==> src/rtl/fully_pipelined_adder_core.sv <==
// Ripple-carry adder pipelined one bit per stage: stage k resolves sum bit k and the carry into
// bit k+1, so {carry, s} = a + b + c emerges WIDTH enabled edges after the operands are sampled.
module fully_pipelined_adder_core #(
   parameter int WIDTH = 4
) (
   output logic [WIDTH-1:0] s,
   output logic             carry,
   input  logic [WIDTH-1:0] a,
   input  logic [WIDTH-1:0] b,
   input  logic             c,
   input  logic             en,
   input  logic             rst,
   input  logic             clk
);

   logic [WIDTH-1:0] sum_q   [WIDTH];
   logic [WIDTH-1:0] sum_d   [WIDTH];
   logic [WIDTH-1:0] a_q     [WIDTH];
   logic [WIDTH-1:0] a_d     [WIDTH];
   logic [WIDTH-1:0] b_q     [WIDTH];
   logic [WIDTH-1:0] b_d     [WIDTH];
   logic             carry_q [WIDTH];
   logic             carry_d [WIDTH];

   function automatic logic fa_sum(input logic x, input logic y, input logic ci);
      return x ^ y ^ ci;
   endfunction

   function automatic logic fa_carry(input logic x, input logic y, input logic ci);
      return (x & y) | (x & ci) | (y & ci);
   endfunction

   // Stage 0 reads the ports; its upper sum bits are zero so later stages can OR in their own bit.
   assign sum_d[0]   = WIDTH'(fa_sum(a[0], b[0], c));
   assign carry_d[0] = fa_carry(a[0], b[0], c);
   assign a_d[0]     = a;
   assign b_d[0]     = b;

   for (genvar k = 1; k < WIDTH; k++) begin : g_stage
      assign sum_d[k]   = sum_q[k-1]
                        | (WIDTH'(fa_sum(a_q[k-1][k], b_q[k-1][k], carry_q[k-1])) << k);
      assign carry_d[k] = fa_carry(a_q[k-1][k], b_q[k-1][k], carry_q[k-1]);
      assign a_d[k]     = a_q[k-1];
      assign b_d[k]     = b_q[k-1];
   end

   always_ff @(posedge clk or negedge rst) begin
      if (!rst) begin
         sum_q   <= '{default: '0};
         a_q     <= '{default: '0};
         b_q     <= '{default: '0};
         carry_q <= '{default: 1'b0};
      end else if (en) begin
         sum_q   <= sum_d;
         a_q     <= a_d;
         b_q     <= b_d;
         carry_q <= carry_d;
      end
   end

   assign s     = sum_q[WIDTH-1];
   assign carry = carry_q[WIDTH-1];

endmodule

==> config.mk <==
export PLATFORM = sky130hd
export DESIGN_NAME = fully_pipelined_adder_core
export DESIGN_NICKNAME = d
export VERILOG_FILES = /design/src/rtl/fully_pipelined_adder_core.sv
export SDC_FILE = /design/constraint.sdc
export NUM_CORES = 1
export LEC_CHECK = 0
export CORE_ASPECT_RATIO = 2
export CORE_UTILIZATION = 36
export DETAILED_ROUTE_END_ITERATION = 6
export SLEW_MARGIN = 25
export SYNTH_ARGS = -nofsm -noshare
export SYNTH_HDL_FRONTEND = slang
export SYNTH_SLANG_ARGS = --single-unit
export TNS_END_PERCENT = 100
==> constraint.sdc <==
create_clock -name clk -period 1.65 [get_ports clk]
set_input_delay 0.33 -clock clk [delete_from_list [all_inputs] [get_ports clk]]
set_output_delay 0.33 -clock clk [all_outputs]
set_load 0.02 [all_outputs]
=== Yosys cells after proc, flatten, opt, wreduce, memory -nomap -nowiden ===
Index checks and enable logic that the tools add are counted.

* Word-level logic and storage cells: 45
* Register bits after elaboration: 41
* Bits of input ports: 12
* Output and inout bits: 5

* Bitwise gates (word level): 31

{| class="wikitable"
|+ Operator list
! kind !! count
|-
| 1-bit bitwise AND || 12
|-
| 1-bit bitwise OR || 8
|-
| 1-bit bitwise XOR || 8
|-
| 4-bit by 3-bit bitwise OR with 4-bit output || 1
|-
| 4-bit bitwise OR || 1
|-
| 1-bit by 2-bit bitwise OR with 2-bit output || 1
|}

=== Depth between registers and ports, before layout ===
* Depth in word-level cells: 3
* Mapped depth: 3

=== Least setup slack after synthesis ===
No wires, ideal clock.

* Path type: register to register
* Start: register a_q (netlist bit a_d[3])
* End: register sum_q (netlist bit s[3])
* Arrival: 1088 ps
* Clock period less this slack: 1213 ps
* Stages on the path, launching flop included: 3
* Path slack: 437 ps
* Cell sequence: dfrtp_1 -> fa_1 -> mux2_4

{| class="wikitable"
|+ RTL lines
! what !! line !! text
|-
| from (decl) || 18 || <nowiki>logic [WIDTH-1:0] a_q [WIDTH];</nowiki>
|-
| from (signal assigned) || 50 || <nowiki>a_q <= '{default: '0};</nowiki>
|-
| from (signal assigned) || 55 || <nowiki>a_q <= a_d;</nowiki>
|-
| to (signal assigned) || 54 || <nowiki>sum_q <= sum_d;</nowiki>
|-
| to (decl) || 16 || <nowiki>logic [WIDTH-1:0] sum_q [WIDTH];</nowiki>
|}

=== Worst setup path in the final report ===
* Start: register carry_q (netlist bit carry)
* End: output port carry

{| class="wikitable"
|+ RTL lines
! what !! line !! text
|-
| from (decl) || 22 || <nowiki>logic carry_q [WIDTH];</nowiki>
|-
| from (signal assigned) || 57 || <nowiki>carry_q <= carry_d;</nowiki>
|-
| to (decl) || 7 || <nowiki>output logic carry,</nowiki>
|}

No word-level cell between the ends.

==> results by stage <==
Worst setup path:
- Counting both buffers and inverters, the worst setup path holds a total of 1.
- STA classifies the critical path endpoint as an output pin.
- The classification of the worst setup path is register to output pin.
- The signal on the critical path passes through clkdlybuf4s50_1.
- The cell family contributing the most delay on the critical path is buffers and inverters.
- The master of the slowest instance on the critical path is sky130_fd_sc_hd__clkdlybuf4s50_1.
- Of all nets on the critical path, the largest fanout is 2.
- The largest stage delay on the critical path is 0.61 ns.
- The worst path arrival time is ~1.2 ns.
- At the worst endpoint, the required time is roughly 1.3 ns.
- The type of origin of the critical path is a register.

Final layout:
- The ratio of cells with drive above 1 in the final layout is around two fifths.
- The fill cell instance count of the final layout is 274.
- Compared with the post-synthesis result, the final layout area differs by 19.91%.
- The cell area after layout is approximately 0.0014 mm^2.
- The final layout contains 95 nets.
- The number of antenna repair diodes is 0.

Synthesis:
- For this run, the number of Yosys warnings is 0.
- The synthesized netlist occupies a cell area of 0.001150 mm^2.
- The share of the Yosys chip area taken by registers is between 50% and 60%.
- After synthesis, the netlist uses 6 different library cells.
- The synthesis-stage register bit count is 26.
- Averaged over all synthesized cells, the footprint is 19.49 um^2.
- After technology mapping, the gate count stands at 59.
- Counting every net in the synthesized netlist gives 75.

Routing:
- The average wire per cell in the routed design is between 10 and 15 um.
- The number of remaining DRC errors is 0.
- The routed via count divided by cell count is approximately 5.
- The wire length reported by the detailed router is ~1600 um.
- Once detail routing completed, the nets flagged for antenna violations numbered 0.
- Wire segments on met2 add up to 807 um in the final route.
- The highest layer touched by signal routing is met4.
- The detailed router placed 542 vias in this run.
- The violation count after the first detailed-routing iteration is 11.
- After detailed routing, the wire length on met1 is 665 um.
- The first detailed-routing pass took 2 iterations.
- The wire length on met3 is 53 um.

Floorplanning:
- The core region area is 0.003013 mm^2.
- The number of primary I/O pins is 17.
- The floorplan step defined a die boundary enclosing roughly 0.0034 mm^2.
- Row generation in the floorplan step produced 28 rows.
- For this configuration, the core starts out at a cell density of a little under two fifths.
- The die is between 40 and 50 um wide.
- Measured along the y axis, the die boundary spans 81.93 um.

Timing:
- The max-slew violation count is 0.
- The setup-violating endpoint count in the final report is 0.
- In this run the tightest slew margin relative to its limit is 78.64%.
- The worst path meets setup with 0.08458 ns of slack.
- The transition time at the pin with the least slew margin is 0.3204 ns.
- For the final database, setup skew stands at 0.001816 ns.
- After layout, the worst path uses a little over nine tenths of the clock period.
- The final count of hold timing violations came to 0.
- The clock period could shrink to 1.565 ns.
- Setup repair after global routing left no endpoint under its margin.
- The setup TNS is 0 ns.
- The maximum clock frequency is 638.8 MHz.

GRT:
- Entering global routing, the biggest net connects 27 pins.
- The total routing resource utilization after global routing is 10.69%.
- The aggregate global routing overflow is 0.
- The via count of the first global-routing pass was ~600.
- The first global-routing pass estimated 2677 um of wire.
- The number of antenna violations at the first check in global routing is 0.

Power:
- IR analysis of the VDD net gives a maximum drop of 0.4585 mV.
- The power density relative to cell area is 1311 mW/mm^2.
- The total design power is 0.001807 W.
- The static leakage is 0.6279 nW.

Clock tree:
- Buffers inserted during clock tree synthesis total 3.
- The maximum level of the CTS H-tree is 1.
- The insertion delay to the later sink of the worst-skew pair is 0.27 ns.
- The number of gates resized after cts is 0.
- The number of setup buffers added after CTS is 0.
- The clock-pin slew on the worst setup and hold paths is 0.08 ns.
- Hold repair after CTS inserted 0 buffers.
- The total clock sinks is 26.
- The clock tree from TritonCTS is yes.
- The maximum clock path buffer count is 2.
- The root buffer cell is sky130_fd_sc_hd__clkbuf_8.

Status:
- The flow ran to the end, and the final reports show no timing, DRC or antenna violations.

Placement:
- The post-placement setup slack is 0.006627 ns.
- The placer congestion estimate is 0.6042.
- The placed wire-length estimate after detailed placement is between 1000 and 1500 um.
- Once placement finished, the instance area stood at 0.001324 mm^2.
- The total of buffers placed on input and output ports is 16.

Job:
- The reported max-cap violation count is 0.

Min path:
- The worst hold path belongs to the class input port to async pin.
[path summary, 6_finish.rpt]
path / start / endpoint / slack, ns / cells past startpoint
setup / recovery: carry$_DFFE_PN0P_ / carry / 0.08 / 1
min in group clk: s[1]$_DFFE_PN0P_ / s[1]$_DFFE_PN0P_ / 0.51 / 1
hold reg to reg: s[1]$_DFFE_PN0P_ / s[1]$_DFFE_PN0P_ / 0.51 / 1
max in group asynchronous: rst / s[2]$_DFFE_PN0P_ / 0.99 / 2
setup reg to reg: a_d[9]$_DFFE_PN0P_ / sum_q[9]$_DFFE_PN0P_ / 0.38 / 2
hold / removal: rst / sum_q[4]$_DFFE_PN0P_ / 0.42 / 2
[kinds of logic (layout without fill, tap and decap cells)]
logic type | after synthesis | count (layout) | share of synthesized area (%)
buffers and inverters | 3 | 22 | 4.461
DFF | 26 | 26 | 56.58
adders and majority gates | 4 | 4 | 6.964
muxes | 26 | 26 | 31.99
[metal layers]
layer	GRT usage, %	up-vias
met1	12.20	284
met2	17.66	9
met4	6.774	0
li1	-	244
met5	0	-
met3	2.637	5
[cell type report]
cell class                 instances  area [um^2]  share of cell area [%]
clock buffer                       4        55.05                   3.993
multi-input combinational         30        447.9                   32.49
sequential                        26        650.6                   47.19
tap                               30        37.54                   2.722
timing repair buffer              18        187.7                   13.61
[power breakdown]
| group | switching (W) | internal, W |
|---|---|---|
| Sequential | 0.0000955 | 0.000797 |
| Combinational | 0.000175 | 0.000340 |
| Clock | 0.000187 | 0.000213 |
[state kept, by name, summed over array words and instances, names as in the netlist]
name / cells
a_d: 6
b_d: 6
carry: 1
carry_q: 3
s: 4
sum_q: 6
[metrics by stage]
step	hold slack, ns	util (%)	cells
floorplan	0.03441	-	59
global placement	0.4879	43.94	104
detailed placement	0.4955	43.94	104
CTS	0.4335	45.76	108
global route	0.4450	45.76	108
finish	0.4247	45.76	108
[cells in the final DEF, fill, tap and decap left out, drive strengths merged]
cell type      Yosys  layout
dfrtp             26      26
mux2              26      26
clkdlybuf4s50      0      16
fa                 4       4
clkbuf             0       4
buf                3       2
[worst reg2reg max path, cell delays in order (launching register included)]
cell and delay [ns]:
sky130_fd_sc_hd__dfrtp_1 0.41, sky130_fd_sc_hd__fa_1 0.48, sky130_fd_sc_hd__mux2_2 0.27
[synthesized netlist by cell type]
master / n / share of area, %
sky130_fd_sc_hd__fa_1: 4 / 7.0
sky130_fd_sc_hd__mux2_4: 20 / 26
sky130_fd_sc_hd__buf_6: 1 / 0.98
sky130_fd_sc_hd__mux2_2: 6 / 5.9
sky130_fd_sc_hd__dfrtp_1: 26 / 57
sky130_fd_sc_hd__buf_12: 2 / 3.5
Power figures use the tool's default switching activity.
